## config.mk

```make
export PLATFORM = sky130hd
export DESIGN_NAME = t_pulse_gen
export DESIGN_NICKNAME = d
export VERILOG_FILES = /design/src/rtl/t_pulse_gen.sv
export SDC_FILE = /design/constraint.sdc
export NUM_CORES = 1
export LEC_CHECK = 0
export BUFFER_PORTS_ARGS = -buffer_cell sky130_fd_sc_hd__clkbuf_2
export CAP_MARGIN = 20
export CORE_UTILIZATION = 50
export CTS_CLUSTER_DIAMETER = 100
export DETAILED_ROUTE_END_ITERATION = 12
export PLACE_DENSITY = 0.74
export SLEW_MARGIN = 20
export SYNTH_ARGS = -nofsm -noshare
export SYNTH_HDL_FRONTEND = slang
export SYNTH_SLANG_ARGS = --single-unit
```

## constraint.sdc

```tcl
create_clock -name clk -period 2.3 [get_ports clk]
set_input_delay 0.115 -clock clk [delete_from_list [all_inputs] [get_ports clk]]
set_output_delay 0.115 -clock clk [all_outputs]
set_load 0.01 [all_outputs]
```

## src/rtl/t_pulse_gen.sv

```systemverilog
// Debounces a raw push-button into a single-cycle toggle pulse (t_out), a debounced level and a press count.
// Latency: t_out/btn_level change DEBOUNCE_CYCLES+2 edges after a clean input edge; no backpressure (fire-and-forget pulse).
module t_pulse_gen #(
  parameter int DEBOUNCE_CYCLES = 4,
  parameter int CNT_W           = 8
) (
  input  logic       clk,
  input  logic       rst,
  input  logic       btn_in,
  input  logic       en,
  output logic       t_out,
  output logic       btn_level,
  output logic [7:0] press_count
);

  typedef enum logic [1:0] {IDLE, ARM_HI, HIGH, ARM_LO} state_t;

  localparam logic [CNT_W-1:0] LAST = CNT_W'(DEBOUNCE_CYCLES - 1);

  state_t           state, state_n;
  logic [CNT_W-1:0] cnt, cnt_n;
  logic             s1, s2;
  logic             t_n, level_n;
  logic [7:0]       count_n;

  always_ff @(posedge clk) begin
    if (rst) begin
      s1          <= 1'b0;
      s2          <= 1'b0;
      state       <= IDLE;
      cnt         <= '0;
      t_out       <= 1'b0;
      btn_level   <= 1'b0;
      press_count <= 8'd0;
    end else begin
      s1          <= btn_in;
      s2          <= s1;
      state       <= state_n;
      cnt         <= cnt_n;
      t_out       <= t_n;
      btn_level   <= level_n;
      press_count <= count_n;
    end
  end

  always_comb begin
    state_n = state;
    cnt_n   = cnt;
    t_n     = 1'b0;
    level_n = btn_level;
    count_n = press_count;
    unique case (state)
      IDLE: begin
        cnt_n = '0;
        if (s2) begin
          cnt_n   = CNT_W'(1);
          state_n = ARM_HI;
        end
      end
      ARM_HI: begin
        if (!s2) begin
          cnt_n   = '0;
          state_n = IDLE;
        end else if (cnt == LAST) begin
          // en is only looked at here; a press taken while disabled is consumed.
          cnt_n   = '0;
          state_n = HIGH;
          level_n = 1'b1;
          t_n     = en;
          if (en) count_n = press_count + 8'd1;
        end else begin
          cnt_n = cnt + CNT_W'(1);
        end
      end
      HIGH: begin
        cnt_n = '0;
        if (!s2) begin
          cnt_n   = CNT_W'(1);
          state_n = ARM_LO;
        end
      end
      ARM_LO: begin
        if (s2) begin
          cnt_n   = '0;
          state_n = HIGH;
        end else if (cnt == LAST) begin
          cnt_n   = '0;
          state_n = IDLE;
          level_n = 1'b0;
        end else begin
          cnt_n = cnt + CNT_W'(1);
        end
      end
      default: begin
        state_n = IDLE;
        cnt_n   = '0;
      end
    endcase
  end

endmodule

```

# Word-level counts from Yosys, hierarchy flattened
# Index checks and enable logic that the tools add are counted.
# Widths: inputs -> output; s select.
# totals
output_inout_bits	10
word_cells	48
register_bits	22
inputBits	4
# classes
n_reduce_logical	6
n_eq_ne	12
bitwise	3
mux	18
addsub	2
# op_table
op	n
$pmux 8 s4	1
$mux 8	3
$add 8x1->8 const B	2
$mux 2	6
$ne 2x2->1 const B	6
$eq 8x2->1 const B	1
$pmux 2 s4	1
$reduce_and 4->1	2
$mux 1	6
$ne 3x3->1 const B	2
$reduce_and 5->1	1
$eq 2x2->1 const B	2
$reduce_or 4->1	1
$not 1->1	3
$eq 2x1->1 const B	1
$logic_not 2->1	1
$pmux 1 s2	1
$reduce_bool 2->1	1

# Logic depth before layout (Yosys ltp)
# Gate-level depths: netlist of run 1.
# depth
word_depth	4
ltp_mapped	5
ltp_nobuf	5

# Least setup slack after synthesis of run 1
# No wires, ideal clock.
# synth_timing
path_type	flip-flop to flip-flop
from	register cnt[0]
to	register press_count[3]
path_slack_ps	598
path_buffers	0
setup_ps	59
path_stages_with_launch	6
t_arrival_ps	1643
t_required_ps	2241
period_less_slack_ps	1702
path_cell_list	dfxtp_1 ha_1 nor3b_2 nand3_2 or4_1 nand2_1
# synth_between
elab_chain_cells	2
# synth_rtl
item	line	rtl
from (decl)	21	logic [CNT_W-1:0] cnt, cnt_n;
from (signal assigned)	39	cnt <= cnt_n;
$eq 8x2->1	64	end else if (cnt == LAST) begin
$reduce_and 4->1 (no line)	n/a	
to (signal assigned)	42	press_count <= count_n;
to (decl)	13	output logic [7:0] press_count
# Every way passes these cells.
# A chain may end at the register's enable or synchronous reset.

# Worst setup path in the final report of run 1
# Same ends and word-level chain as after synthesis.

==> reports/results.txt, run 1 <==
status = finished, final reports clean
Finished Cell Area = 1080 um^2
die height = 45.1 um
syn nets = 102
Starting Density = 53.7%
Cell variety after synth = 26
# nets final = 119
YS warnings = 0
Buffers on Ports = 13
hold slack = 0.193 ns
f_max = 516 MHz
# rows = 15
synthesized flop and latch total = 22
antenna-violating nets left = 0
vias in the first global route = 594
wirelength, routed = 1520 um
most used flip-flop cell after synthesis = dfxtp_1
CTS sink count = 22
worst ir drop on vdd = 0.418 mV
post-synthesis average cell area = 9.66 um^2
clk slew on worst S/H paths = 0.13 ns
P&R area growth vs syn = 16.3%
final setup violation count = 0
all-layer global routing usage = 16.7%
clk_skew = 0.00741 ns
fin worst setup slack = 0.362 ns
initial antenna violation count = 0
share of cells above drive strength 1 = 18.8%
IO Count = 14
post-place instance area = 1020 um^2
Post-CTS Repair Setup Buffers = 0
crit-path max cell delay = 0.50 ns
critical path fanouts, max = 8
PwrDens = 650 nW/um^2
Post-Layout Cell Count = 137
1st-iter DRT viols = 11
pre-CTS setup slack = 0.425 ns
crit path kind = flop to flop
delay-heaviest family, CP = simple AND/OR/NAND/NOR gates
placed cell count = 132
Worst slew margin = 63.6%
leakage = 0.000453 uW
register area = 440 um^2
Worst-Skew Late Latency = 0.31 ns
clock buffer depth = 2
minimum clock period = 1.94 ns
largest net degree at the start of global routing = 18
number of flops mapped to enable cells by yosys = 0
setup TNS = 0 ns
Min-Delay Path Class = input port to flop
Fill cells = 157
GR Overflow Total = 0
Bufs and invs on worst path = 0
Multi-input gate area = 479 um^2
# Max-Cap Violations = 0
fin. max-slew vios = 0
critical path, cell by cell = ha_1 > nor3b_2 > nand3_2 > or4_1 > nand2_1
clock root buffer = clkbuf_4
Slew @ Worst Pin = 0.543 ns
Residual DRC = 0
Slowest-stage cell, CP = or4_1
wire per inst = 11.1 um
ys async rst share = 0%
clock buffer count from CTS = 3
worst path required time = 2.57 ns
CTS tree = done
Cell Area, Synth = 927 um^2
CP startpoint kind = flop
H-tree depth = 1
Critical Path End Type = flop
Die Width = 45.1 um
arrival time at the worst endpoint = 2.21 ns
routed via count = 711
sequential fraction of the synthesis area = 47.5%
synthesized instance count = 96
die area = 2030 um^2
Vias/cell = 5.19
Core Area = 1730 um^2
unrepaired setup endpoints after global routing = no
global-route wire length before repair = 2400 um
diode count = 0
GPL Wtd Cong = 0.707
final hold viol count = 0
drt first pass iters = 2
period utilisation layout = 84.3%
where the power goes:
part	internal, uW	switching (uW)	total [uW]
Sequential	385	3.22	388
Clock	176	120	296
Combinational	7.83	9.14	17.0
Total	569	132	702
layout make-up:
| cell class | instances | area share [%] |
|---|---|---|
| Multi-Input combinational cell | 72 | 44.4 |
| Sequential cell | 22 | 40.8 |
| Clock buffer | 3 | 2.09 |
| Tap cell | 25 | 2.90 |
| Clock inverter | 1 | 2.78 |
| Timing Repair Buffer | 14 | 6.96 |
worst paths after layout:
path                            startpoint        endpoint  slack, ns  depth (start not counted)
worst max-delay path                cnt[0]  press_count[3]       0.36                          5
worst min-delay path                   rst              s1       0.19                          2
worst max register to register      cnt[0]  press_count[3]       0.36                          5
worst min register to register          s1              s2       0.46                          1
what timing repair did:
action / in CTS / in global routing
endpoints found under the hold margin: 0 / 1
resized for setup: 0 / 0
hold buffers: 0 / 1
synth_stat cells (all sizes together) (2+ instances only):
master  instances  area share, %
nor2b           4            2.7
ha              2            2.7
a21oi           4            2.2
and3            6            4.0
nand2           5            2.0
xor2            5            4.7
xnor2           5            4.7
mux2i           2            2.2
nand4           5            4.0
dfxtp          22             48
o21ai           5            2.7
clkbuf          2           0.81
nor2           11            4.5
or3             3            2.0
nand3           6            3.8
stage by stage:
step,util (%),total power (uW)
CTS,61.9,705
detailed placement,58.8,413
finish,62.5,702
global placement,58.8,412
global route,62.5,723
floorplan,-,407
per-layer routing:
layer,global-route usage (%),vias to the layer above,part of all wire [%]
li1,-,376,-
met1,22.2,319,49
met2,24.3,11,45
met3,3.60,5,2.6
met4,10.9,0,2.4
met5,0,-,0
logic make-up (layout without fill, tap and decap cells):
| group | count (synthesis) | after routing | share of synthesized area, % |
|---|---|---|---|
| AO/OA/AOI/OAI | 11 | 11 | 6.61 |
| multiplexers | 2 | 2 | 2.16 |
| adder cells (fa/ha/maj) | 2 | 2 | 2.70 |
| buffers and inverters | 2 | 18 | 0.810 |
| AND/OR/NAND/NOR | 47 | 47 | 30.8 |
| flip-flops | 22 | 22 | 47.5 |
| XOR/XNOR | 10 | 10 | 9.45 |
flip-flops by register name, indices dropped and copies added, names as in the netlist, named ones only:
name         flops
btn_level        1
cnt              8
press_count      8
s1               1
s2               1
state            1
t_out            1
layout by cell type, fill, tap and decap left out, types with 2 or more instances in the layout:
cell type / n
mux2i_1: 2
ha_1: 2
xor2_1: 5
nand4_1: 4
nand3_1: 5
xnor2_1: 5
and3_1: 6
nor2_1: 11
clkbuf_4: 3
nand2_1: 5
or3_1: 3
o21ai_0: 5
clkbuf_2: 13
dfxtp_1: 22
nor2b_1: 4
a21oi_1: 4
(Power assumes the default switching activity.)
==> run 2, diff against run 1 <==
Settings changed: ABC_AREA from default to 1, CORE_UTILIZATION 50 to 49, PLACE_DENSITY 0.74 to 0.75.
Clock period 2.3 ns to 1.7 ns, I/O delays scaled along.
==> run 2 against run 1 <==
- flip-flop and latch count is the same
- fmax up 33%
- sequential power up 35%
- area after synthesis is 14% higher
- sequential share of layout area shrank 4.1 points
- clock skew decreased by 0.0067 ns
- via count increased by 27%
- clock-buffer cell count increased by 1
- global-route usage up 0.87 points
- critical path depth rose by 1
- critical endpoint is now press_count[6]
- highest routed layer unchanged
==> reports/results.txt, run 2 <==
arrival time at the worst endpoint = 1.65 ns (-0.56 ns)
wire per inst = 9.68 um (-13%)
leakage = 0.000476 uW (+5.0%)
Cell variety after synth = 23 (-12%)
die height = 48.4 um (+7.5%)
top cells by count, synth = 33 x nand2_1, 22 x dfxtp_1, 22 x nor2_1
final setup violation count = 0 (unchanged)
cts hold-fix bufs = 1 (+1)
Area contributors post-synth = dfxtp_1 42%, nand2_1 12%, nor2_1 7.8%
post-cts resize count = 0 (unchanged)
GPL Wtd Cong = 0.805 (+14%)
commonest non-fill, non-tap cells in the layout = 33 x nand2_1, 22 x nor2_1, 22 x dfxtp_1
period utilisation layout = 85.6% (+1.3 points)
Worst-Skew Late Latency = 0.30 ns (about the same)
final hold viol count = 0 (unchanged)
1st-iter DRT viols = 18 (+7)
fin. max-slew vios = 0 (unchanged)
P&R area growth vs syn = 13.4%
Vias/cell = 4.82 (-7.2%)
R2R depth = 6 (+1)
Finished Cell Area = 1200 um^2 (+11%)
Die Width = 48.4 um (+7.5%)
H-tree depth = 1 (unchanged)
YS warnings = 0 (unchanged)
ys async rst share = 0% (unchanged)
most used flip-flop cell after synthesis = dfxtp_1
antenna-violating nets left = 0 (unchanged)
Core Area = 2000 um^2 (+16%)
Cell Area, Synth = 1060 um^2 (+14%)
Starting Density = 52.8% (-0.95 points)
Buffers on Ports = 13 (unchanged)
initial antenna violation count = 0 (unchanged)
clk slew on worst S/H paths = 0.12 ns (about the same)
PwrDens = 690 nW/um^2 (+6.1%)
# Max-Cap Violations = 0 (unchanged)
Post-CTS Repair Setup Buffers = 0 (unchanged)
diode count = 0 (unchanged)
largest area contributor in the netlist = dfxtp_1
Critical Path End Type = flop
number of flops mapped to enable cells by yosys = 0 (unchanged)
top cell type's share of synthesized area = 41.7% (-5.8 points)
post-synthesis average cell area = 7.38 um^2 (-24%)
Post-Layout Cell Count = 187 (+36%)
IO Count = 14 (unchanged)
clock root buffer = clkbuf_4
clock buffer depth = 2 (unchanged)
# rows = 16 (+1)
sequential fraction of the synthesis area = 41.7% (-5.8 points)
worst path required time = 1.89 ns (-0.68 ns)
synthesized flop and latch total = 22 (unchanged)
Worst Hold Path Cells = 2 (unchanged)
Residual DRC = 0 (unchanged)
vias in the first global route = 802 (+35%)
post-place instance area = 1150 um^2 (+13%)
placed cell count = 182 (+38%)
total power = 827 uW (+18%)
largest registers = cnt (8), press_count (8)
all-layer global routing usage = 17.6% (+0.87 points)
clk_skew = 0.000759 ns (-0.00665 ns)
largest net degree at the start of global routing = 13 (-5)
Worst slew margin = 78.2% (+15 points)
wirelength, routed = 1810 um (+19%)
synthesized instance count = 143 (+49%)
critical path fanouts, max = 9 (+1)
routed via count = 901 (+27%)
syn nets = 149 (+46%)
crit path kind = flop to flop
hold slack = 0.109 ns (-0.0843 ns)
CP startpoint kind = flop
CTS tree = done
# nets final = 167 (+40%)
drt first pass iters = 4 (+2)
global-route wire length before repair = 3350 um (+39%)
setup TNS = 0 ns (unchanged)
clock buffer count from CTS = 3 (unchanged)
share of cells above drive strength 1 = 17.5% (-1.3 points)
GR Overflow Total = 0 (unchanged)
HPWL after DPL = 1380 um
die area = 2340 um^2 (+15%)
commonest non-fill, non-tap cell in the layout = nand2_1
status = finished, final reports clean
f_max = 687 MHz (+33%)
Slew @ Worst Pin = 0.324 ns (-0.219 ns)
CTS sink count = 22 (unchanged)
Min-Delay Path Class = input port to flop
unrepaired setup endpoints after global routing = no
worst ir drop on vdd = 0.527 mV (+26%)
minimum clock period = 1.46 ns (-0.483 ns)
count leader, synth = nand2_1
run 2: per-layer routing:
layer / track usage [%] / vias up / part of all wire (%)
met5: 0 / - / 0
met4: 4.41 / 0 / 1.0
met3: 1.89 / 4 / 2.3
met2: 28.4 / 12 / 45
met1: 25.1 / 400 / 52
li1: - / 485 / -
run 2: area by class of cell:
class / count / area (um^2)
flip-flops and latches: 22 / 440
fillers: 207 / 805
clock buffers: 4 / 36.3
multi-input cells: 101 / 541
repair buffers: 14 / 75.1
inverters: 19 / 71.3
well taps: 27 / 33.8
run 2: cells by family (layout without fill, tap and decap cells):
kind of cell | count (synthesis) | after routing | share of synthesized area (%)
AND/OR/NAND/NOR | 80 | 80 | 37.3
flip-flops | 22 | 22 | 41.7
buffers and inverters | 20 | 37 | 7.11
AO/OA/AOI/OAI | 12 | 12 | 5.69
XOR/XNOR | 7 | 7 | 5.81
adder cells (fa/ha/maj) | 2 | 2 | 2.37
run 2: final timing paths:
check | startpoint | to | slack, ns
max | cnt[0] | press_count[6] | 0.24
min | rst | press_count[1] | 0.11
max reg2reg | cnt[0] | press_count[6] | 0.24
min reg2reg | s1 | s2 | 0.42
run 2: per-stage QoR:
step	util, %	worst slack, ns
2_1_floorplan	-	0.423
3_3_place_gp	57.5	0.319
3_5_place_dp	57.5	0.256
4_1_cts	59.8	0.238
5_1_grt	59.8	0.101
6_report	59.8	0.245
run 2: where the power goes:
group	internal (uW)	total, uW	switching, uW
sequential	519	522	2.80
clock	130	284	154
combinational	7.84	20.6	12.7
total	657	827	169
run 2: worst max-delay path, stage by stage, from the launching register on:
cell and delay (ns):
dfxtp_1 0.37, ha_1 0.23, nand2_1 0.11, nor2_4 0.22, nand3b_1 0.23, nand2_1 0.11, a21oi_1 0.07
==> run 3, diff against run 2 <==
Settings changed: CORE_ASPECT_RATIO from default to 1.2.
==> run 3 against run 2 <==
- final area is 1.7% higher
- wire length up 8.0%
- combinational power up 3%
- register-to-register slack worse by 0.03 ns
- critical path depth did not move
- setup slack worse by 0.032 ns
- flip-flop and latch count stayed put
- via count rose by 2.8%
- fmax down 2.1%
- first-iteration DRC count shrank 33%
- critical path type unchanged
- critical endpoint is now press_count[3]
- largest cell class unchanged
==> reports/results.txt, run 3 (synthesis gave the netlist of run 2 again) <==
leakage = 0.000483 uW (+1.5%)
total power = 951 uW (+15%)
initial antenna violation count = 0 (unchanged)
delay-heaviest family, CP = simple AND/OR/NAND/NOR gates
IO Count = 14 (unchanged)
metal2 WL = 988 um (+22%)
Int Power = 766 uW (+17%)
switching pwr = 186 uW (+9.6%)
commonest non-fill, non-tap cells in the layout = 33 x nand2_1, 22 x nor2_1, 22 x dfxtp_1
setup TNS = 0 ns (unchanged)
GPL Wtd Cong = 0.813 (+1.0%)
all-layer global routing usage = 20.6% (+3.0 points)
Flop pwr share = 54.9% (-8.2 points)
diode count = 0 (unchanged)
minimum clock period = 1.49 ns (+0.0318 ns)
Clock Power Share = 42.9% (+8.5 points)
Crit path depth = 6 (unchanged)
clock buffer depth = 2 (unchanged)
most used cell along the critical path = nand2_1
critical path fanouts, max = 9 (unchanged)
R2R depth = 6 (unchanged)
commonest non-fill, non-tap cell in the layout = nand2_1
H-tree depth = 1 (unchanged)
clk slew on worst S/H paths = 0.13 ns (about the same)
clock root buffer = clkbuf_4
status = finished, final reports clean
fin. max-slew vios = 0 (unchanged)
wirelength, routed = 1950 um (+8.0%)
switching share of power = 19.5% (-0.98 points)
Post-CTS Repair Setup Buffers = 0 (unchanged)
clock buffer count from CTS = 3 (unchanged)
Fill cells = 188 (-9.2%)
wire per inst = 10.3 um (+6.3%)
pre-CTS setup slack = 0.224 ns (-0.0319 ns)
share of cells above drive strength 1 = 17.5% (unchanged)
CTS sink count = 22 (unchanged)
die height = 52.9 um (+9.1%)
clk_skew = 0.00884 ns (+0.00808 ns)
arrival time at the worst endpoint = 1.70 ns (+0.05 ns)
largest registers = cnt (8), press_count (8)
# Max-Cap Violations = 0 (unchanged)
crit path kind = flop to flop
Critical Path End Type = flop
Comb pwr share = 2.2% (-0.3 points)
GR Overflow Total = 0 (unchanged)
Vias/cell = 4.87 (+1.2%)
# rows = 18 (+2)
Bufs and invs on worst path = 0 (unchanged)
crit-path max cell delay = 0.38 ns (about the same)
CP startpoint kind = flop
P&R area growth vs syn = 15.3%
critical path, cell by cell = ha_1 > nand2_1 > nor2_4 > nand3b_1 > nand2_1 > a21oi_1
period utilisation layout = 87.5% (+1.9 points)
f_max = 673 MHz (-2.1%)
Die Width = 44.4 um (-8.4%)
Starting Density = 51.5% (-1.2 points)
routed via count = 926 (+2.8%)
largest net degree at the start of global routing = 14 (+1)
vias in the first global route = 884 (+10%)
final setup violation count = 0 (unchanged)
routed length on met1 = 863 um (-8.1%)
post-place instance area = 1150 um^2 (+0.33%)
die area = 2350 um^2 (about the same)
Worst slew margin = 78.3% (+0.14 points)
Multi-input gate area = 541 um^2 (unchanged)
fin worst setup slack = 0.213 ns (-0.0318 ns)
Min-Delay Path Class = input port to flop
met3 wire len = 66 um (+57%)
Buffers on Ports = 13 (unchanged)
Finished Cell Area = 1220 um^2 (+1.7%)
PwrDens = 781 nW/um^2 (+13%)
unrepaired setup endpoints after global routing = no
final hold viol count = 0 (unchanged)
DR top layer = met4
worst ir drop on vdd = 0.481 mV (-8.9%)
# nets final = 167 (unchanged)
Core Area = 2050 um^2 (+2.4%)
Slowest-stage cell, CP = dfxtp_1
Slew @ Worst Pin = 0.322 ns (-0.00209 ns)
Worst-Skew Late Latency = 0.32 ns (+0.02 ns)
antenna-violating nets left = 0 (unchanged)
Residual DRC = 0 (unchanged)
register area = 440 um^2 (unchanged)
Worst Hold Path Cells = 2 (unchanged)
drt first pass iters = 4 (unchanged)
CTS tree = done
global-route wire length before repair = 3480 um (+4.1%)
1st-iter DRT viols = 12 (-6)
worst path required time = 1.91 ns (+0.02 ns)
HPWL after DPL = 1480 um (+7.7%)
run 3: path summary, 6_finish.rpt:
path | to | from | slack (ns)
worst max-delay path | press_count[3] | cnt[0] | 0.21
worst min-delay path | press_count[0] | rst | 0.09
worst max register to register | press_count[3] | cnt[0] | 0.21
worst min register to register | s2 | s1 | 0.42
run 3: routing by layer:
metal | vias up | global-route usage (%)
met5 | - | 0
met1 | 420 | 21.2
met2 | 18 | 36.3
li1 | 484 | -
met3 | 4 | 4.78
met4 | 0 | 14.1
run 3: final cells by class:
class	instances	area share [%]
Clock inverter	1	2.47
Multi-Input combinational cell	101	44.4
Timing Repair Buffer	14	6.17
Clock buffer	3	1.85
Tap cell	30	3.08
Sequential cell	22	36.2
Inverter	19	5.86
run 3: repair_timing:
item / in CTS / in global routing
resized for setup: 0 / 0
hold buffers: 1 / 0
setup endpoints to repair: 0 / 0
endpoints found under the hold margin: 1 / 0
run 3: power by group through the flow:
stage	Clock, uW	Sequential, uW	Combinational, uW
global placement	0	533	18.7
floorplan	0	533	12.7
CTS	415	522	21.3
finish	408	522	21.2
global route	433	523	24.0
detailed placement	0	533	19.4
run 3: stage by stage:
stage / std cells / util [%] / hold slack, ns
final: 190 / 59.4 / 0.0925
after global routing: 190 / 59.4 / 0.103
after CTS: 190 / 59.4 / 0.102
after detailed placement: 185 / 56.3 / 0.289
after global placement: 185 / 56.3 / 0.284
after floorplan: 143 / - / 0.164
